**src/rtl/instr_fetch_pkg.sv**
```systemverilog
// Shared ISA definitions: core count and opcode values used by the fetch/decode logic and the memory image.
package instr_fetch_pkg;

  localparam int unsigned NUM_C = 4;

  localparam int unsigned OP_NOP   = 0;
  localparam int unsigned OP_LDAC  = 6;
  localparam int unsigned OP_STAC  = 8;
  localparam int unsigned OP_CLAC  = 27;
  localparam int unsigned OP_JPNZ  = 29;
  localparam int unsigned OP_JPPZ  = 31;
  localparam int unsigned OP_ENDOP = 43;

endpackage

```
**src/rtl/instr_fetch_opcode_len.sv**
```systemverilog
// Combinational opcode length decode: flags opcodes that carry a second (operand) word.
module opcode_len
  import instr_fetch_pkg::*;
#(
  parameter int DATA_W = 16
) (
  input  logic [DATA_W-1:0] op_i,
  output logic              has_operand_o
);

  always_comb begin
    has_operand_o = 1'b0;
    if (op_i == DATA_W'(OP_LDAC) || op_i == DATA_W'(OP_STAC) ||
        op_i == DATA_W'(OP_JPNZ) || op_i == DATA_W'(OP_JPPZ)) begin
      has_operand_o = 1'b1;
    end
  end

endmodule

```
**src/rtl/instr_fetch.sv**
```systemverilog
// Per-core fetch sequencer: PC, 1-cycle memory latency, 1/2-word assembly, valid/ready issue, jumps.
// IFETCH_ENDOP_HALT_EN: when defined, an accepted ENDOP parks the block in S_HALT until rst.
module instr_fetch
  import instr_fetch_pkg::*;
#(
  parameter int                ADDR_W   = 16,
  parameter int                DATA_W   = 16,
  parameter logic [ADDR_W-1:0] RESET_PC = '0
) (
  input  logic              clk,
  input  logic              rst,
  output logic [ADDR_W-1:0] im_addr,
  input  logic [DATA_W-1:0] im_data,
  output logic              instr_valid,
  input  logic              instr_ready,
  output logic [DATA_W-1:0] instr_op,
  output logic [DATA_W-1:0] instr_operand,
  output logic [ADDR_W-1:0] instr_pc,
  input  logic              jump_req,
  input  logic [ADDR_W-1:0] jump_target,
  output logic              halted
);

  typedef enum logic [2:0] {S_FETCH, S_OPD, S_ARGD, S_ISSUE, S_HALT} state_e;

  state_e            state_q;
  logic [ADDR_W-1:0] pc_q, ipc_q, pc_step_d;
  logic [DATA_W-1:0] op_q, arg_q;
  logic              vld_q, opd_q, mem_has_opd;
`ifdef IFETCH_ENDOP_HALT_EN
  logic              halted_q;
`endif

  opcode_len #(.DATA_W(DATA_W)) u_len (
    .op_i          (im_data),
    .has_operand_o (mem_has_opd)
  );

  assign pc_step_d = pc_q + (opd_q ? ADDR_W'(2) : ADDR_W'(1));

  always_comb begin
    im_addr = pc_q;
    if (state_q == S_OPD) im_addr = pc_q + ADDR_W'(1);
  end

  always_ff @(posedge clk) begin
    if (rst) begin
      state_q <= S_FETCH;
      pc_q    <= RESET_PC;
      ipc_q   <= RESET_PC;
      op_q    <= '0;
      arg_q   <= '0;
      opd_q   <= 1'b0;
      vld_q   <= 1'b0;
`ifdef IFETCH_ENDOP_HALT_EN
      halted_q <= 1'b0;
`endif
    end else if (jump_req && state_q != S_HALT) begin
      // A handshake in this cycle still completes; the target simply replaces the stepped PC.
      pc_q    <= jump_target;
      vld_q   <= 1'b0;
      state_q <= S_FETCH;
    end else begin
      case (state_q)
        S_FETCH: state_q <= S_OPD;
        S_OPD: begin
          op_q  <= im_data;
          ipc_q <= pc_q;
          opd_q <= mem_has_opd;
          if (mem_has_opd) begin
            state_q <= S_ARGD;
          end else begin
            arg_q   <= '0;
            vld_q   <= 1'b1;
            state_q <= S_ISSUE;
          end
        end
        S_ARGD: begin
          arg_q   <= im_data;
          vld_q   <= 1'b1;
          state_q <= S_ISSUE;
        end
        S_ISSUE: begin
          if (instr_ready) begin
            vld_q <= 1'b0;
            pc_q  <= pc_step_d;
`ifdef IFETCH_ENDOP_HALT_EN
            if (op_q == DATA_W'(OP_ENDOP)) begin
              state_q  <= S_HALT;
              halted_q <= 1'b1;
            end else begin
              state_q <= S_FETCH;
            end
`else
            state_q <= S_FETCH;
`endif
          end
        end
        S_HALT:  state_q <= S_HALT;
        default: state_q <= S_FETCH;
      endcase
    end
  end

  assign instr_valid   = vld_q;
  assign instr_op      = op_q;
  assign instr_operand = arg_q;
  assign instr_pc      = ipc_q;
`ifdef IFETCH_ENDOP_HALT_EN
  assign halted = halted_q;
`else
  assign halted = 1'b0;
`endif

endmodule
```
**config.mk**
```make
export PLATFORM = sky130hd
export DESIGN_NAME = instr_fetch
export DESIGN_NICKNAME = d
export VERILOG_FILES = /design/src/rtl/instr_fetch_pkg.sv /design/src/rtl/instr_fetch_opcode_len.sv /design/src/rtl/instr_fetch.sv
export SDC_FILE = /design/constraint.sdc
export NUM_CORES = 1
export LEC_CHECK = 0
export CORE_MARGIN = 5
export CORE_UTILIZATION = 45
export CTS_BUF_LIST = sky130_fd_sc_hd__clkbuf_4 sky130_fd_sc_hd__clkbuf_8
export CTS_CLUSTER_SIZE = 28
export DETAILED_ROUTE_END_ITERATION = 6
export PLACE_DENSITY = 0.84
export SLEW_MARGIN = 20
export SYNTH_ARGS = -nofsm -noshare
export SYNTH_HDL_FRONTEND = slang
export SYNTH_SLANG_ARGS = --single-unit
```
**constraint.sdc**
```tcl
create_clock -name clk -period 2.2 [get_ports clk]
set_input_delay 0.22 -clock clk [delete_from_list [all_inputs] [get_ports clk]]
set_output_delay 0.22 -clock clk [all_outputs]
set_load 0.1 [all_outputs]
```
Word level (Yosys, flattened, before mapping) --
Cells that the tools add are included.
Word-level totals: register bits after elaboration 69, input port bits 36, word-level logic and storage cells 49
Operators by class: add/subtract/negate cells 2, eq/ne operators 11, multiplexer cells 14, bitwise gates (word level) 1, reductions and logical operators 14
Operator list (count):
- $mux 16 | 5
- $eq 16x5->1 const B | 2
- $pmux 16 s2 | 1
- $add 16x1->16 const B | 1
- $add 16x2->16 | 1
- $eq 16x3->1 const B | 1
- $eq 16x4->1 const B | 1
- $pmux 3 s5 | 1
- $eq 3x2->1 const B | 2
- $reduce_and 3->1 | 2
- $reduce_bool 2->1 | 3
- $mux 1 | 4
- $ne 2x2->1 const B | 2
- $reduce_and 2->1 | 2
- $eq 3x1->1 const B | 1
- $eq 3x3->1 const B | 1
- $logic_not 3->1 | 1
- $logic_or 1x1->1 | 3
- $mux 3 | 1
- $ne 3x3->1 const B | 1
- $pmux 1 s3 | 1
- $reduce_bool 3->1 | 1
- $mux 2 | 1
- $reduce_or 2->1 | 1
- other kinds (2) | 2

Depth between registers and ports, before layout --
Gate-level depths: netlist of the first run.
depth after elaboration 7, gate-level depth with buffers 8, mapped depth without buffers 7

By module --
Synthesis of the first run repeated with hierarchy kept, for this count alone.
Unflattened totals: cells, all modules 429, area total of the unflattened synthesis 3410.8 µm²
Modules (own cells, without submodules):
- instr_fetch | times used 1, cells an instance 421, area each 3339.5 µm², sequential area each 1381.3 µm²
- opcode_len | times used 1, cells an instance 8, area each 71.3 µm², sequential area each 0.0 µm²

Worst setup path before layout of the first run --
Ideal clock, no wire load.
path type reg2out, start register state_q[0], end output im_addr[1], arrival time 2974 ps, data required time 1980 ps, slack -994 ps, stages on the path, launching flop included 5, path buffers 2, path through dfxtp_1 buf_4 nor3b_2 clkbuf_1 o21ai_0
On the way: longest elaborated chain between the ends 2
RTL lines:
- start, declared | RTL line instr_fetch.sv:26 | state_e state_q;
- start signal, assigned | RTL line instr_fetch.sv:48 | state_q <= S_FETCH;
- start signal, assigned | RTL line instr_fetch.sv:62 | state_q <= S_FETCH;
- start signal, assigned | RTL line instr_fetch.sv:65 | S_FETCH: state_q <= S_OPD;
- $eq 3x1->1 | RTL line instr_fetch.sv:43 | if (state_q == S_OPD) im_addr = pc_q + ADDR_W'(1);
- $mux 16 | RTL line instr_fetch.sv:43
- end, declared | RTL line instr_fetch.sv:12 | output logic [ADDR_W-1:0] im_addr,
Every way passes these cells.

Worst setup path in the final report of the first run --
start register pc_q[4], end output im_addr[9]
On the way: longest elaborated chain between the ends 2
RTL lines:
- start, declared | RTL line instr_fetch.sv:27 | logic [ADDR_W-1:0] pc_q, ipc_q, pc_step_d;
- start signal, assigned | RTL line instr_fetch.sv:60 | pc_q <= jump_target;
- start signal, assigned | RTL line instr_fetch.sv:86 | pc_q <= pc_step_d;
- $add 16x1->16 | RTL line instr_fetch.sv:43
- $mux 16 | RTL line instr_fetch.sv:43
Every way passes these cells.

==> impl_metrics.env, run 1 <==
export IMPL_grt_usage=0.223
export IMPL_synth_top_area_share=0.404
export IMPL_critical_path_required_ns=1.98
export IMPL_fin_crit_ns=2.19
export IMPL_p_comb_frac=0.264
export IMPL_synth_edf_count=0
export IMPL_min_to="state_q[0]"
export IMPL_fillers=520
export IMPL_drv_slew=0
export IMPL_hold_depth=3
export IMPL_first_pass_iters=5
export IMPL_viasPerCell=5.60
export IMPL_busiest_layer="met2"
export IMPL_internal_power_w=0.00203
export IMPL_diodes=0
export IMPL_cts_sinks=69
export IMPL_htree_num_levels=3
export IMPL_crit_chain="and4_4 -> nand2_4 -> nor3_1 -> buf_4 -> xor2_4 -> buf_12"
export IMPL_p_seq_frac=0.423
export IMPL_cts_inserted_buffers=9
export IMPL_ff2ff_path_depth=6
export IMPL_outcome="complete, no violations"
export IMPL_vias=3696
export IMPL_regToRegEndpoint="pc_q[15]"
export IMPL_crit_buf_inv=2
export IMPL_yosysMostFrequentCell="nand2_1"
export IMPL_yosysSeqAreaShare=0.404
export IMPL_clockPowerShare=0.312
export IMPL_grt_max_degree=68
export IMPL_hp_class="primary input to register"
export IMPL_avgRoutedWirePerCell_um=17.3
export IMPL_setup_viol=0
export IMPL_max_clock_freq_mhz=457
export IMPL_place_ws_ns=0.0531
export IMPL_syn_area_um2=3420
export IMPL_synthToLayoutAreaGrowth_pct=57.3
export IMPL_gp_congestion=0.918
export IMPL_critical_path_top_delay_family="simple AND/OR/NAND/NOR gates"
export IMPL_ys_seq_elements=69
export IMPL_p_total_w=0.00314
export IMPL_ir_worst_vdd_v=0.000500
export IMPL_hpwl_mm=7.78
export IMPL_drt_iter0_drc=242
export IMPL_cpPeakStageDelay_ns=0.35
export IMPL_multi_input_area_um2=2230
export IMPL_cts_tree="yes"
export IMPL_r2r_start="pc_q[1]"
export IMPL_layout_drive_gt1_share=0.307
export IMPL_fin_crit_sh=0.994
export IMPL_dieArea_um2=9440
export IMPL_synthDistinctLibCells=47
export IMPL_met3_usage=0.0711
export IMPL_totalWireLength_mm=11.4
export IMPL_synthesis_instances=435
export IMPL_synthTopCellsByArea="dfxtp_1, nand2_1, a21oi_1"
export IMPL_boundaryPins=102
export IMPL_p_switching_w=0.00111
export IMPL_rows=31
export IMPL_critical_path_class="register to output port"
export IMPL_dp_cells=634
export IMPL_grt_use_met1=0.257
export IMPL_hp_start="rst"
export IMPL_met2_usage=0.383
export IMPL_startpoint_type="register"
export IMPL_p_leak_nw=2.17
export IMPL_layout_nets=596
export IMPL_yosysWarnings=0
export IMPL_hold_viol=0
export IMPL_setup_ws_ns=0.0125
export IMPL_rsz0062_at_grt="true"
export IMPL_whs_ns=0.193
export IMPL_grt_pass1_vias=3625
export IMPL_clock_skew_ns=0.00785
export IMPL_drc_errors=0
export IMPL_path_clk_slew_ns=0.08
export IMPL_critPathMaxFanout=15
export IMPL_antenna_found_initial=0
export IMPL_holdBufCountCts=0
export IMPL_core_area_um2=7330
export IMPL_clock_path_buffers=2
export IMPL_powerDensity_nw_per_um2=584
export IMPL_die_y_um=97.1
export IMPL_grt_pass1_wl_mm=17.5
export IMPL_grt_overflow_total=0
export IMPL_switching_share=0.355
export IMPL_slew_headroom=0.523
export IMPL_worstPathArrival_ns=1.97
export IMPL_async_flop_share=0
export IMPL_yosysTopAreaCell="dfxtp_1"
export IMPL_tightest_slew_ns=0.716
export IMPL_portBuffers=100
export IMPL_worst_skew_pair_late_latency_ns=0.36
export IMPL_worst_path_max_delay_cell="dfxtp_1"
export IMPL_drv_cap=0
export IMPL_syn_avg_cell_area_um2=7.86
export IMPL_cts_root_buf="clkbuf_8"
export IMPL_r2r_setup_slack_ns=0.08
export IMPL_regArea_um2=1400
export IMPL_end_kind="output port"
export IMPL_mappedNetlistNets=475
export IMPL_yosys_most_used_dff="dfxtp_1"
export IMPL_initial_core_util=0.466
export IMPL_drtAntennaViolNets=0
export IMPL_instances_no_fill=660
export IMPL_die_x_um=97.1
export IMPL_synthTopCellsByCount="nand2_1, dfxtp_1, a21oi_1"
-- layout make-up --
| type | instances | share of cell area |
|---|---|---|
| clock inverters | 6 | 0.00861 |
| flip-flops and latches | 69 | 0.260 |
| inverters | 6 | 0.00419 |
| multi-input cells | 327 | 0.415 |
| well taps | 99 | 0.0230 |
| clock buffers | 10 | 0.0256 |
| repair buffers | 143 | 0.263 |
-- metrics by stage --
step	area [µm²]	util	TNS [ns]
after floorplan	3710	-	-1.62
after global placement	4970	0.679	0
after detailed placement	4970	0.679	0
after CTS	5190	0.708	-0.00715
after global routing	5380	0.733	-0.165
final	5380	0.733	0
-- cell usage in the layout, fill, tap and decap left out, types with 10 or more instances in the layout --
cell and n:
a21oi_1 35, clkbuf_8 10, buf_12 19, buf_4 85
nor2b_1 16, clkdlybuf4s50_1 34, nand4_1 20, nand3_1 18
dfxtp_1 60, xor2_4 12, nand2_1 107, nor2_1 23
-- metal layers --
metal | part of all wire | vias to the layer above
met3 | 0.079 | 25
met4 | 0.029 | 0
met1 | 0.39 | 1770
li1 | - | 1744
met2 | 0.50 | 157
met5 | 0 | -
-- cell families (layout without fill, tap and decap cells) --
logic type | Yosys count | in the layout | synth area share
AND/OR/NAND/NOR | 232 | 232 | 0.340
flip-flops | 69 | 69 | 0.404
AO/OA/AOI/OAI | 67 | 67 | 0.125
buffers and inverters | 39 | 165 | 0.0535
XOR/XNOR | 22 | 22 | 0.0564
adder cells (fa/ha/maj) | 4 | 4 | 0.0168
other | 1 | 1 | 0.00110
multiplexers | 1 | 1 | 0.00293
-- flip-flops by register name, indices dropped and copies added (netlist names) --
signal and count:
instr_op 16, instr_operand 16, instr_pc 16, instr_valid 1
opd_q 1, pc_q 16, state_q 3
-- power groups by stage --
stage,sequential [W],combinational (W),clock [W]
global route,0.00134,0.000864,0.00105
CTS,0.00133,0.000803,0.000993
finish,0.00133,0.000831,0.000982
global placement,0.00135,0.000789,0
detailed placement,0.00136,0.000798,0
floorplan,0.00151,0.000358,0
-- worst max path at each step --
stage | start | endpoint | slack, ns | cells past startpoint
after floorplan | state_q[0] | im_addr[2] | -0.56 | 4
after global placement | instr_ready | pc_q[15] | 0.14 | 5
after detailed placement | opd_q | pc_q[14] | 0.05 | 7
after CTS | pc_q[4] | im_addr[14] | -0.007 | 6
after global routing | pc_q[4] | im_addr[9] | -0.06 | 6
final | pc_q[4] | im_addr[9] | 0.01 | 6
-- what timing repair did --
action,in CTS,in global routing
resized for setup,11,26
pin swaps,2,7
setup endpoints to repair,11,13
setup buffers,0,10
gates cloned,0,0
-- worst min-delay path, delay by kind of cell --
| kind | cells | cell delay (ns) |
|---|---|---|
| AND/OR/NAND/NOR | 1 | 0.15 |
| buffers and inverters | 1 | 0.08 |
| AO/OA/AOI/OAI | 1 | 0.05 |
Note: power is estimated with default switching activity, not from simulation.
==> run 2, diff against run 1 <==
--- a/config.mk
+++ b/config.mk
@@ -8,6 +8,7 @@
 export CORE_MARGIN = 5
 export CORE_UTILIZATION = 45
 export CTS_BUF_LIST = sky130_fd_sc_hd__clkbuf_4 sky130_fd_sc_hd__clkbuf_8
+export CTS_CLUSTER_DIAMETER = 120
 export CTS_CLUSTER_SIZE = 28
 export DETAILED_ROUTE_END_ITERATION = 6
 export PLACE_DENSITY = 0.84
==> results of run 2 <==
Final layout, timing and power as in run 1 (identical DEF).
==> run 3, diff against run 2 <==
--- a/config.mk
+++ b/config.mk
@@ -5,13 +5,14 @@
 export SDC_FILE = /design/constraint.sdc
 export NUM_CORES = 1
 export LEC_CHECK = 0
+export ABC_AREA = 0
 export CORE_MARGIN = 5
-export CORE_UTILIZATION = 45
+export CORE_UTILIZATION = 49
 export CTS_BUF_LIST = sky130_fd_sc_hd__clkbuf_4 sky130_fd_sc_hd__clkbuf_8
 export CTS_CLUSTER_DIAMETER = 120
 export CTS_CLUSTER_SIZE = 28
 export DETAILED_ROUTE_END_ITERATION = 6
-export PLACE_DENSITY = 0.84
+export PLACE_DENSITY = 0.9
 export SLEW_MARGIN = 20
 export SYNTH_ARGS = -nofsm -noshare
 export SYNTH_HDL_FRONTEND = slang
==> run 3 against run 2 <==
- power is 1.9% higher
- sequential share of layout area is 0.51 points higher
- critical path type unchanged
- worst hold slack better by 0.027 ns
- largest cell class unchanged
- sequential cell count stayed put
- clock skew is 0.0022 ns lower
- maximum frequency is 0.24% higher
- largest power group unchanged
- design area is 2.1% lower
==> impl_metrics.env, run 3 (synthesis gave the netlist of run 1 again) <==
export IMPL_holdBufCountCts=0
export IMPL_boundaryPins=102
export IMPL_grt_overflow_total=0
export IMPL_critical_path_required_ns=1.98
export IMPL_crit_buf_inv=1
export IMPL_hp_class="primary input to register"
export IMPL_drc_errors=0
export IMPL_crit_chain="and4_4 -> nand2_4 -> nor4_4 -> xor2_4 -> buf_12"
export IMPL_ir_worst_vdd_v=0.000490
export IMPL_path_clk_slew_ns=0.07
export IMPL_startpoint_type="register"
export IMPL_clock_path_buffers=2
export IMPL_worstSetupEndpoint="im_addr[13]"
export IMPL_final_common_cell="nand2_1"
export IMPL_ff2ff_path_depth=7
export IMPL_cts_root_buf="clkbuf_8"
export IMPL_r2r_start="opd_q"
export IMPL_clock_skew_ns=0.00563
export IMPL_setup_viol=0
export IMPL_grt_max_degree=68
export IMPL_htree_num_levels=3
export IMPL_cp_startpoint="pc_q[3]"
export IMPL_core_area_um2=6790
export IMPL_dieArea_um2=8740
export IMPL_antenna_found_initial=0
export IMPL_final_util=0.775
export IMPL_setup_ws_ns=0.0177
export IMPL_drtAntennaViolNets=0
export IMPL_hpwl_mm=7.71
export IMPL_first_pass_iters=5
export IMPL_cts_tree="yes"
export IMPL_p_leak_nw=2.10
export IMPL_tightest_slew_ns=0.714
export IMPL_grt_pass1_wl_mm=17.4
export IMPL_drv_cap=0
export IMPL_outcome="complete, no violations"
export IMPL_whs_ns=0.221
export IMPL_worst_skew_pair_late_latency_ns=0.35
export IMPL_layout_nets=585
export IMPL_place_ws_ns=0.0238
export IMPL_fillers=429
export IMPL_viasPerCell=5.73
export IMPL_rows=30
export IMPL_powerDensity_nw_per_um2=608
export IMPL_totalWireLength_mm=11.3
export IMPL_cpPeakStageDelay_ns=0.40
export IMPL_grt_pass1_vias=3709
export IMPL_end_kind="output port"
export IMPL_tns_ns=0
export IMPL_drt_iter0_drc=298
export IMPL_cp_num_cells=5
export IMPL_critical_path_top_delay_family="simple AND/OR/NAND/NOR gates"
export IMPL_final_cell_mix="nand2_1, buf_4, dfxtp_1"
export IMPL_dpl_cell_area_um2=4940
export IMPL_worst_path_max_delay_cell="nor4_4"
export IMPL_slew_headroom=0.524
export IMPL_fin_crit_sh=0.992
export IMPL_portBuffers=100
export IMPL_fin_crit_ns=2.18
export IMPL_cts_sinks=69
export IMPL_critPathMaxFanout=15
export IMPL_layout_drive_gt1_share=0.287
export IMPL_max_clock_freq_mhz=458
export IMPL_gp_congestion=0.935
export IMPL_die_y_um=93.5
export IMPL_hold_viol=0
export IMPL_critical_path_class="register to output port"
export IMPL_vias=3700
export IMPL_regToRegEndpoint="pc_q[14]"
export IMPL_diodes=0
export IMPL_avgRoutedWirePerCell_um=17.4
export IMPL_drv_slew=0
export IMPL_worstPathArrival_ns=1.96
export IMPL_rsz0062_at_grt="true"
export IMPL_grt_usage=0.252
export IMPL_initial_core_util=0.503
export IMPL_met3_usage=0.0885
export IMPL_busiest_layer="met2"
export IMPL_met2_usage=0.446
export IMPL_synthToLayoutAreaGrowth_pct=54.0
export IMPL_grt_use_met1=0.271
export IMPL_die_x_um=93.5
export IMPL_r2r_setup_slack_ns=0.09
export IMPL_final_cell_area_um2=5260
export IMPL_cts_inserted_buffers=9
[run 3: changes by cell type in the layout (fill, tap and decap cells not counted), moves of 2 or more]
cell     before  now
buf_4        85   78
dfxtp_1      60   62
buf_12       19   16
inv_6         2    0
dfxtp_2       6    4
[run 3: how the worst min path moves through the flow]
stage,startpoint,end,cells past startpoint
6_report,rst,state_q[0],3
3_5_place_dp,instr_op[8],instr_op[8],2
2_1_floorplan,im_data[6],instr_operand[6],2
3_3_place_gp,instr_op[13],instr_op[13],2
5_1_grt,rst,state_q[0],3
4_1_cts,rst,state_q[0],3
[run 3: final cells by class]
type	count	area, µm²	area share
inverters	6	22.5	0.00428
clock buffers	11	145	0.0276
flip-flops and latches	69	1400	0.266
repair buffers	132	1290	0.245
well taps	96	120	0.0228
multi-input cells	327	2230	0.424
clock inverters	5	60.1	0.0114
[run 3: repair_timing]
action,in CTS,in global routing
buffers inserted,0,2
gates resized for setup,11,19
pin swaps,3,2
gates cloned,0,0
setup endpoints to repair,11,13
hold endpoints to repair,0,0
[run 3: metal layers]
layer / up-vias / share of wire
li1: 1721 / -
met1: 1764 / 0.37
met2: 184 / 0.51
met3: 31 / 0.093
met4: 0 / 0.027
met5: - / 0
[run 3: tightest hold or removal path, stage by stage]
cell      delay (ns)
buf_2           0.08
or3_1           0.16
a211oi_1        0.07
[run 3: stage by stage]
step	std cells	power, W
6_report	646	0.00320
5_1_grt	646	0.00331
3_5_place_dp	628	0.00215
3_3_place_gp	628	0.00214
4_1_cts	644	0.00319
2_1_floorplan	435	0.00187
[run 3: report_power, final]
part | total, W | leakage (nW) | switching (W) | internal, W
clock | 0.00106 | 0.103 | 0.000489 | 0.000568
combinational | 0.000810 | 1.43 | 0.000535 | 0.000276
sequential | 0.00133 | 0.565 | 0.0000438 | 0.00129
total | 0.00320 | 2.10 | 0.00107 | 0.00213
